===== src/rtl/cpu_types_pkg.sv =====
// Shared CPU pipeline types: stage handshake states and packed
// inter-stage payload bundles.
package cpu_types;

  typedef enum logic [1:0] {
    EMPTY = 2'd0,
    ONE   = 2'd1,
    FULL  = 2'd2
  } pipe_state_t;

  typedef struct packed {
    logic       insn_vld;
    logic [3:0] alu_op;
    logic       wb_en;
    logic       mem_rd;
    logic       mem_wr;
  } ctrl_t;

  typedef struct packed {
    ctrl_t       ctrl;
    logic [31:0] pc;
    logic [4:0]  rd;
  } id_ex_t;

  function automatic logic [1:0] occ_of(input pipe_state_t s);
    unique case (s)
      EMPTY:   occ_of = 2'd0;
      ONE:     occ_of = 2'd1;
      FULL:    occ_of = 2'd2;
      default: occ_of = 2'd0;
    endcase
  endfunction

endpackage


===== src/rtl/sat_counter.sv =====
// Saturating up-counter: holds at all-ones once reached.
module sat_counter #(
  parameter int W = 16
) (
  input  logic         clk,
  input  logic         reset,
  input  logic         inc,
  output logic [W-1:0] count
);

  logic [W-1:0] count_q;
  logic [W-1:0] count_d;

  always_comb begin
    count_d = count_q;
    if (inc && (count_q != {W{1'b1}}))
      count_d = count_q + 1'b1;
  end

  always_ff @(posedge clk) begin
    if (reset) count_q <= '0;
    else       count_q <= count_d;
  end

  assign count = count_q;

endmodule


===== src/rtl/pipe_stage_skid.sv =====
// Two-entry skid pipeline stage: registered in_ready, main + skid
// payload, flush, occupancy and a saturating bubble counter.
module pipe_stage_skid
  import cpu_types::*;
#(
  parameter int DATA_W        = 32,
  parameter int CNT_W         = 16,
  parameter int ZERO_ON_FLUSH = 1
) (
  input  logic              clk,
  input  logic              reset,
  input  logic              flush,
  input  logic              in_valid,
  output logic              in_ready,
  input  logic [DATA_W-1:0] in_data,
  output logic              out_valid,
  input  logic              out_ready,
  output logic [DATA_W-1:0] out_data,
  output logic [1:0]        occupancy,
  output logic [CNT_W-1:0]  bubble_cnt
);

  pipe_state_t       state_q, state_d;
  logic [DATA_W-1:0] main_q, main_d;
  logic [DATA_W-1:0] skid_q, skid_d;
  logic              in_ready_q, in_ready_d;
  logic [1:0]        occ_q, occ_d;
  logic              acc;
  logic              rel;

  assign out_valid = (state_q != EMPTY);
  assign acc       = in_valid && in_ready_q;
  assign rel       = out_valid && out_ready;

  always_comb begin
    state_d = state_q;
    main_d  = main_q;
    skid_d  = skid_q;
    if (flush) begin
      state_d = EMPTY;
      if (ZERO_ON_FLUSH != 0) begin
        main_d = '0;
        skid_d = '0;
      end
    end else begin
      unique case (state_q)
        EMPTY: begin
          if (acc) begin
            state_d = ONE;
            main_d  = in_data;
          end
        end
        ONE: begin
          if (acc && !rel) begin
            state_d = FULL;
            skid_d  = in_data;
          end else if (!acc && rel) begin
            state_d = EMPTY;
          end else if (acc && rel) begin
            main_d = in_data;
          end
        end
        FULL: begin
          if (rel) begin
            state_d = ONE;
            main_d  = skid_q;
          end
        end
        default: state_d = EMPTY;
      endcase
    end
    // in_ready is precomputed so it never depends on out_ready
    in_ready_d = (state_d != FULL);
    occ_d      = occ_of(state_d);
  end

  always_ff @(posedge clk) begin
    if (reset) begin
      state_q    <= EMPTY;
      main_q     <= '0;
      skid_q     <= '0;
      in_ready_q <= 1'b1;
      occ_q      <= 2'd0;
    end else begin
      state_q    <= state_d;
      main_q     <= main_d;
      skid_q     <= skid_d;
      in_ready_q <= in_ready_d;
      occ_q      <= occ_d;
    end
  end

  assign in_ready  = in_ready_q;
  assign out_data  = main_q;
  assign occupancy = occ_q;

  sat_counter #(
    .W(CNT_W)
  ) u_bubble (
    .clk  (clk),
    .reset(reset),
    .inc  (out_ready && !out_valid),
    .count(bubble_cnt)
  );

endmodule


===== config.mk =====
export PLATFORM = sky130hd
export DESIGN_NAME = pipe_stage_skid
export DESIGN_NICKNAME = d
export VERILOG_FILES = /design/src/rtl/cpu_types_pkg.sv /design/src/rtl/sat_counter.sv /design/src/rtl/pipe_stage_skid.sv
export SDC_FILE = /design/constraint.sdc
export NUM_CORES = 1
export LEC_CHECK = 0
export CAP_MARGIN = 15
export CORE_MARGIN = 5
export CORE_UTILIZATION = 50
export CTS_BUF_LIST = sky130_fd_sc_hd__clkbuf_4 sky130_fd_sc_hd__clkbuf_8 sky130_fd_sc_hd__clkbuf_16
export DETAILED_ROUTE_END_ITERATION = 6
export HOLD_SLACK_MARGIN = 0.05
export PLACE_DENSITY = 0.8
export SYNTH_ARGS = -nofsm -noshare
export SYNTH_HDL_FRONTEND = slang
export SYNTH_HIERARCHICAL = 1
export SYNTH_SLANG_ARGS = --single-unit

===== constraint.sdc =====
create_clock -name clk -period 2.5 [get_ports clk]
set_input_delay 0.375 -clock clk [delete_from_list [all_inputs] [get_ports clk]]
set_output_delay 0.375 -clock clk [all_outputs]
set_load 0.03 [all_outputs]

# --- Yosys cells after proc, flatten, opt, wreduce, memory -nomap -nowiden ---
# Index checks and enable logic that the tools add are counted.
totals:
  register_bits: 85
  in_bits: 37
classes:
  eq_ne: 11
  n_addsub: 1
  muxes: 13
  n_reduce_logical: 16
op_table:
  columns: ["operator", "n"]
  rows:
  - ["$mux 32", 5]
  - ["$pmux 32 s3", 1]
  - ["$add 16x1->16 const B", 1]
  - ["$ne 16x16->1 const B", 1]
  - ["$ne 2x2->1 const B", 6]
  - ["$mux 2", 5]
  - ["$logic_and 1x1->1", 7]
  - ["$pmux 2 s3", 1]
  - ["$reduce_and 6->1", 1]
  - ["$eq 2x1->1 const B", 2]
  - ["$eq 2x2->1 const B", 2]
  - ["$pmux 2 s2", 1]
  - ["$logic_not 1->1", 3]
  - ["$reduce_bool 3->1", 1]
  - ["$logic_not 2->1", 1]
  - ["$reduce_and 2->1", 1]
  - ["$reduce_bool 2->1", 1]
  - ["$reduce_or 2->1", 1]

# --- Depth between registers and ports, before layout ---
# Gate-level depths: netlist of the first run.
logic_depth:
  ltp_word: 9
  mapped_depth: 7
  ltp_nobuf: 6

# --- Hierarchy ---
# Netlist of the first run, hierarchy kept.
modules_own_cells:
  columns: ["module", "area_each_um2", "instances", "cells_each"]
  rows:
  - ["pipe_stage_skid", 2979.1, 1, 314]
  - ["sat_counter", 848.3, 1, 99]

# --- Worst setup path before layout of the first run ---
# Ideal clock, no wire load.
synth_path:
  path_kind: "flip-flop to flip-flop"
  startpoint: "register state_q[1]"
  endpoint: "register u_bubble.count_q[9] (netlist: u_bubble/count[9])"
  setup_ps: 70
  path_slack_ps: 654
  t_arrival_ps: 1776
  stages_incl_launch_ff: 7
  period_less_slack_ps: 1846
  path_cell_list: "dfxtp_1 > or2_4 > nor2_1 > nand2_1 > clkbuf_1 > or4_1 > a21oi_1"
synth_via:
  elab_chain_cells: 4
synth_lines:
  columns: ["element", "line", "text"]
  rows:
  - ["from (decl)", "pipe_stage_skid.sv:23", "pipe_state_t state_q, state_d;"]
  - ["from (signal assigned)", "pipe_stage_skid.sv:85", "state_q <= state_d;"]
  - ["$reduce_bool 2->1", "pipe_stage_skid.sv:31", "assign out_valid = (state_q != EMPTY);"]
  - ["named net out_valid", "pipe_stage_skid.sv:16", "output logic out_valid,"]
  - ["$logic_not 1->1", "pipe_stage_skid.sv:102", ".inc (out_ready && !out_valid),"]
  - ["$logic_and 1x1->1", "pipe_stage_skid.sv:102", null]
  - ["$logic_and 1x1->1", "sat_counter.sv:16", "if (inc && (count_q != {W{1'b1}}))"]
  - ["to (signal assigned)", "sat_counter.sv:22", "else count_q <= count_d;"]
  - ["to (decl)", "sat_counter.sv:11", "logic [W-1:0] count_q;"]
# The timed path passes the listed nets, and every way through them passes these cells.
# A chain may end at the register's enable or synchronous reset.

# --- Worst setup path after layout of the first run ---
layout_path:
  startpoint: "register state_q[1]"
  endpoint: "output port out_valid"
layout_via:
  elab_chain_cells: 1
layout_lines:
  columns: ["element", "line"]
  rows:
  - ["$reduce_bool 2->1", "pipe_stage_skid.sv:31"]
  - ["to (decl)", "pipe_stage_skid.sv:16"]
# Every way passes these cells.

==> metrics.cfg, run 1 <==
[run_status]
status = complete, no violations

[routing]
drt-vias-per-instance = 5.47
drt_iter0_markers = 117
wl_met2_mm = 4.24
post_drt_wl_per_cell_um = 14.5
drtPass1Iterations = 4
num_vias = 3263
drc = 0
drt.antenna.violating_nets = 0
wirelength_mm = 8.67
highest_layer = met4
wirelength_met1_mm = 3.86
dr_wl_met3_um = 426

[yosys]
yosysMostFrequentCell = dfxtp_1
yosys_most_used_dff = dfxtp_1
synth_cells = 413
yosys.area.top_type_share_pct = 44.5
synth_seq_area_share_pct = 44.5
ys_warn_count = 6
async_flop_share_pct = 0
synth_top_cells_by_area = dfxtp_1 44%, o31ai_2 9.2%, mux2i_1 8.6%
ys_ff_latch = 85
syn_avg_cell_area_um2 = 9.27
yosysTopAreaCell = dfxtp_1
synth_nets = 451
synth.distinct_cells = 43
synth_edf_count = 0
synthTopCellsByCount = 85 x dfxtp_1, 72 x nand2_1, 43 x a21oi_1, 40 x nand3_1, 33 x mux2i_1
synth_area_um2 = 3830

[cts]
cts_num_sinks = 85
cts_buffers = 9
hold_buffers = 0
max-clock-path-buffers = 2
cts_resized = 0
clock_latency_ns = 0.34
postCtsSetupBuffers = 0
htreeDepth = 3
cts_tree = done
cts.clk_slew.worst_paths_ns = 0.07
cts_root_buf = clkbuf_8

[sta]
hold_viol = 0
max_freq_mhz = 473
fin_crit_ns = 2.12
finalSetupTns_ns = 0
period_share_pct = 84.6
final-max-slew-violation-count = 0
slew_headroom_pct = 44.7
worst_pin_slew_ns = 0.829
clock_skew_ns = 0.0107
rsz0062_at_grt = no
finalSetupViolCount = 0

[placed_design]
port_buffers = 88
place.gp.congestion = 0.877
dp.cells = 581
placed_cell_area_um2 = 4770
hpwl_mm = 6.05

[grt]
first_global_vias = 3119
grt_max_degree = 65
grt_usage_pct = 18.1
antenna_found_initial = 0
grt_pass1_wl_mm = 14.5
overflow = 0

[critical_path]
reg2reg_slack_ns = 0.50
crit_arrival_ns = 1.74
start_kind = register
cp_data_required_time_ns = 2.12
cp_num_buf_inv = 1
rr_worst_depth = 5
cp-endpoint = out_valid
r2r-end = u_bubble/count[11]
timing.rr.start = state_q[1]
critPathTopFamily = buffers and inverters
worst_setup_path_end_kind = output pin
cp-startpoint = state_q[1]
path_cells = or2_4 > clkdlybuf4s50_1
cp_slowest_cell = clkdlybuf4s50_1
worst-path-max-fanout = 8
slowest_delay_ns = 0.67
cp.depth = 2
crit_type = register to output pin

[finish]
antennaDiodeCount = 0
design_area_um2 = 4990
fin_util_pct = 65.6
nNetsFinal = 528
syn_to_final_growth_pct = 30.4
drive_above_1_share_pct = 13.2
final_cells = 596

[floorplan]
io_pins = 89
die-area_um2 = 9500
core_um2 = 7610
num_rows = 32
initial_core_util_pct = 50.3
die_h_um = 97.5
die_x_um = 97.5

[power]
leakagePower_nw = 1.88
peakVddDrop_v = 0.000399
pwr_density_cell_nw_per_um2 = 560
finalPower_mw = 2.79

[worst_hold_path]
hold_depth = 2
hold_class = register to register

[job]
cap_violations = 0

## worst min-delay path, cell delays in order (launching register included)
cell and delay, ns:
dfxtp_1 0.31, nand2_1 0.05, a21oi_1 0.05
## report_power, final
part / switching, mW / leakage [nW] / internal [mW] / total, mW
sequential: 0.0194 / 0.689 / 1.38 / 1.40
combinational: 0.193 / 1.08 / 0.148 / 0.341
clock: 0.458 / 0.109 / 0.594 / 1.05
total: 0.670 / 1.88 / 2.12 / 2.79
## state kept, by name, indices dropped and copies added, names as in the netlist
register	flops
state_q	2
occupancy	2
u_bubble/count	16
out_data	32
in_ready	1
skid_q	32
## worst min path at each step
stage,end,from
floorplan,skid_q[0],skid_q[0]
global placement,skid_q[2],skid_q[2]
detailed placement,skid_q[28],skid_q[28]
CTS,skid_q[28],skid_q[28]
global route,skid_q[22],skid_q[22]
finish,skid_q[28],skid_q[28]
## per-layer routing
metal | track usage, % | vias to the layer above
met5 | 0 | -
met1 | 21.8 | 1542
met2 | 30.6 | 71
met3 | 4.52 | 12
li1 | - | 1638
met4 | 7.45 | 0
## cell families after synthesis
family | after synthesis | synth area share (%)
AOI/OAI and AO/OA | 95 | 19.3
xor gates and xnor gates | 2 | 0.458
adders and majority gates | 1 | 0.327
buffers and inverters | 38 | 5.59
DFF | 85 | 44.5
muxes | 34 | 8.92
and+or+nand+nor | 158 | 20.9
## final cells by class
class	instances	area [um^2]
fill	626	2620
multi-input combinational	290	1930
sequential	85	1700
timing repair buffer	100	996
clock buffer	11	145
tap	102	128
clock inverter	4	72.6
inverter	4	15.0
## through the flow
step                setup WS (ns)  hold WS (ns)
finish                      0.385         0.455
global route                0.328         0.477
CTS                         0.372         0.456
detailed placement          0.203         0.446
global placement            0.279         0.441
floorplan                   0.654         0.436
## cells in the final DEF, fill, tap and decap left out, types with 2 or more instances in the layout
cell,n
a211oi_1,2
nand4_1,3
dfxtp_1,85
and4_1,3
nor2_1,8
buf_12,2
a21oi_1,43
clkbuf_8,10
bufinv_16,2
nand3_1,40
o21a_1,3
buf_4,10
xnor2_1,2
nand3b_1,2
mux2i_1,33
clkdlybuf4s50_1,88
nor2b_1,2
inv_1,4
nor4_1,2
or4_1,7
nand2_1,72
o31ai_1,10
o21ai_0,5
or3_1,3
nor3_1,4
o31ai_2,28
(Power assumes the default switching activity.)
==> run 2: changes to the inputs <==
CORE_UTILIZATION = 45   (was 50)
PLACE_DENSITY = 0.76   (was 0.8)
clock period = 1.8 ns   (was 2.5 ns; I/O delays follow)
==> run 2 against run 1 <==
- die area is 10% higher
- critical path depth fell by 1
- setup slack worse by 0.30 ns
- utilization is 3.2 points lower
- flip-flop and latch count did not move
- wire length increased by 4.5%
- clock-buffer cell count did not move
- register-to-register slack worse by 0.40 ns
- final area rose by 3.3%
==> metrics.cfg, run 2 (synthesis gave the netlist of run 1 again) <==
[routing]
drt_iter0_markers = 106  ; was 117
drtPass1Iterations = 4  ; unchanged
drt-vias-per-instance = 5.37  ; was 5.47
highest_layer = met4  ; unchanged
drt.antenna.violating_nets = 0  ; unchanged
post_drt_wl_per_cell_um = 14.7  ; was 14.5 um
wirelength_met1_mm = 4.06  ; was 3.86 mm
wirelength_mm = 9.06  ; was 8.67 mm
dr_wl_met3_um = 494  ; was 426 um
wl_met2_mm = 4.41  ; was 4.24 mm
drc = 0  ; unchanged
num_vias = 3305  ; was 3263

[cts]
clock_latency_ns = 0.34  ; about the same
cts.clk_slew.worst_paths_ns = 0.08  ; was 0.07 ns
cts_tree = done  ; unchanged
cts_buffers = 9  ; unchanged
max-clock-path-buffers = 2  ; unchanged
cts_root_buf = clkbuf_8  ; unchanged
htreeDepth = 3  ; unchanged
cts_num_sinks = 85  ; unchanged
postCtsSetupBuffers = 0  ; unchanged

[power]
peakVddDrop_v = 0.000374  ; was 0.000399 V
leakagePower_nw = 2.10  ; was 1.88 nW
pwr_density_cell_nw_per_um2 = 747  ; was 560 nW/um^2
finalPower_mw = 3.85  ; was 2.79 mW

[sta]
final-max-slew-violation-count = 0  ; unchanged
finalSetupTns_ns = 0  ; unchanged
fin_crit_ns = 1.72
layout_setup_ws_ns = 0.0804  ; was 0.385 ns
clock_skew_ns = 0.00659  ; was 0.0107 ns
rsz0062_at_grt = no  ; unchanged
period_share_pct = 95.5
finalSetupViolCount = 0  ; unchanged
timing.hold.ws_ns = 0.456  ; was 0.455 ns
hold_viol = 0  ; unchanged
slew_headroom_pct = 57.4  ; was 44.7%
worst_pin_slew_ns = 0.630  ; was 0.829 ns
max_freq_mhz = 582

[floorplan]
core_um2 = 8260  ; was 7610 um^2
die_x_um = 102  ; was 97.5 um
die-area_um2 = 10500  ; was 9500 um^2
num_rows = 33  ; was 32
die_h_um = 102  ; was 97.5 um
initial_core_util_pct = 46.3  ; was 50.3%
io_pins = 89  ; unchanged

[critical_path]
worst-path-max-fanout = 4  ; was 8
cp_slowest_cell = clkdlybuf4s50_1  ; unchanged
cp_num_buf_inv = 1  ; unchanged
cp_data_required_time_ns = 1.53  ; was 2.12 ns
crit_type = register to output pin  ; unchanged
critPathTopFamily = buffers and inverters  ; unchanged
worst_setup_path_end_kind = output pin  ; unchanged
slowest_delay_ns = 0.70  ; was 0.67 ns
start_kind = register  ; unchanged
path_cells = clkdlybuf4s50_1  ; was or2_4 > clkdlybuf4s50_1
crit_arrival_ns = 1.45  ; was 1.74 ns

[grt]
grt_max_degree = 36  ; was 65
grt_usage_pct = 17.7  ; was 18.1%
grt_pass1_wl_mm = 15.0  ; was 14.5 mm
antenna_found_initial = 0  ; unchanged
first_global_vias = 3164  ; was 3119
overflow = 0  ; unchanged

[placed_design]
dp_slack_ns = -0.125  ; was 0.203 ns
place.gp.congestion = 0.774  ; was 0.877
hpwl_mm = 6.31  ; was 6.05 mm
placed_cell_area_um2 = 4920  ; was 4770 um^2
port_buffers = 88  ; unchanged
dp.cells = 599  ; was 581

[finish]
design_area_um2 = 5150  ; was 4990 um^2
syn_to_final_growth_pct = 34.7  ; was 30.4%
drive_above_1_share_pct = 17.3  ; was 13.2%
final_cells = 615  ; was 596
layout_common_cells = 80 x dfxtp_1, 79 x clkdlybuf4s50_1, 72 x nand2_1, 43 x a21oi_1, 40 x nand3_1  ; was 88 x clkdlybuf4s50_1, 85 x dfxtp_1, 72 x nand2_1, 43 x a21oi_1, 40 x nand3_1
layout_commonest_cell = dfxtp_1  ; was clkdlybuf4s50_1
nNetsFinal = 543  ; was 528
fin_util_pct = 62.4  ; was 65.6%
antennaDiodeCount = 0  ; unchanged

[job]
cap_violations = 0  ; unchanged

[worst_hold_path]
hold_class = register to register  ; unchanged

[run_status]
status = complete, no violations  ; unchanged

-- run 2: cell count changes in the layout (fill, tap and decap cells not counted), moves of 2 or more --
cell	change
dlymetal6s2s_1	+8
clkdlybuf4s50_1	-9
dfxtp_1	-5
buf_4	+13
buf_12	+2
dfxtp_2	+5
-- run 2: path summary, 6_finish.rpt --
check	start	end	slack [ns]	cells past startpoint
worst min register to register	skid_q[8]	skid_q[8]	0.46	2
worst max-delay path	in_ready	in_ready	0.08	1
worst min-delay path	skid_q[8]	skid_q[8]	0.46	2
worst max register to register	u_bubble/count[6]	u_bubble/count[15]	0.10	4
-- run 2: layout make-up --
class                   count  area, um^2
multi-input cells         290        1940
inverters                   4        15.0
fillers                   708        3100
clock buffers              11         151
repair buffers            115        1150
flip-flops and latches     85        1710
well taps                 105         131
clock inverters             5        58.8
-- run 2: power by group --
group | internal [mW] | total (mW) | switching (mW)
sequential | 1.92 | 1.94 | 0.0247
combinational | 0.230 | 0.510 | 0.280
clock | 0.717 | 1.40 | 0.680
total | 2.87 | 3.85 | 0.985
-- run 2: routing by layer --
metal | vias to the layer above | GRT usage, %
met5 | - | 0
met4 | 0 | 5.35
met3 | 8 | 3.69
met2 | 80 | 30.5
met1 | 1542 | 22.3
li1 | 1675 | -
-- run 2: repair_timing --
action | 4_1_cts | 5_1_grt
hold buffers | 0 | 0
setup endpoints to repair | 1 | 12
resized for setup | 1 | 10
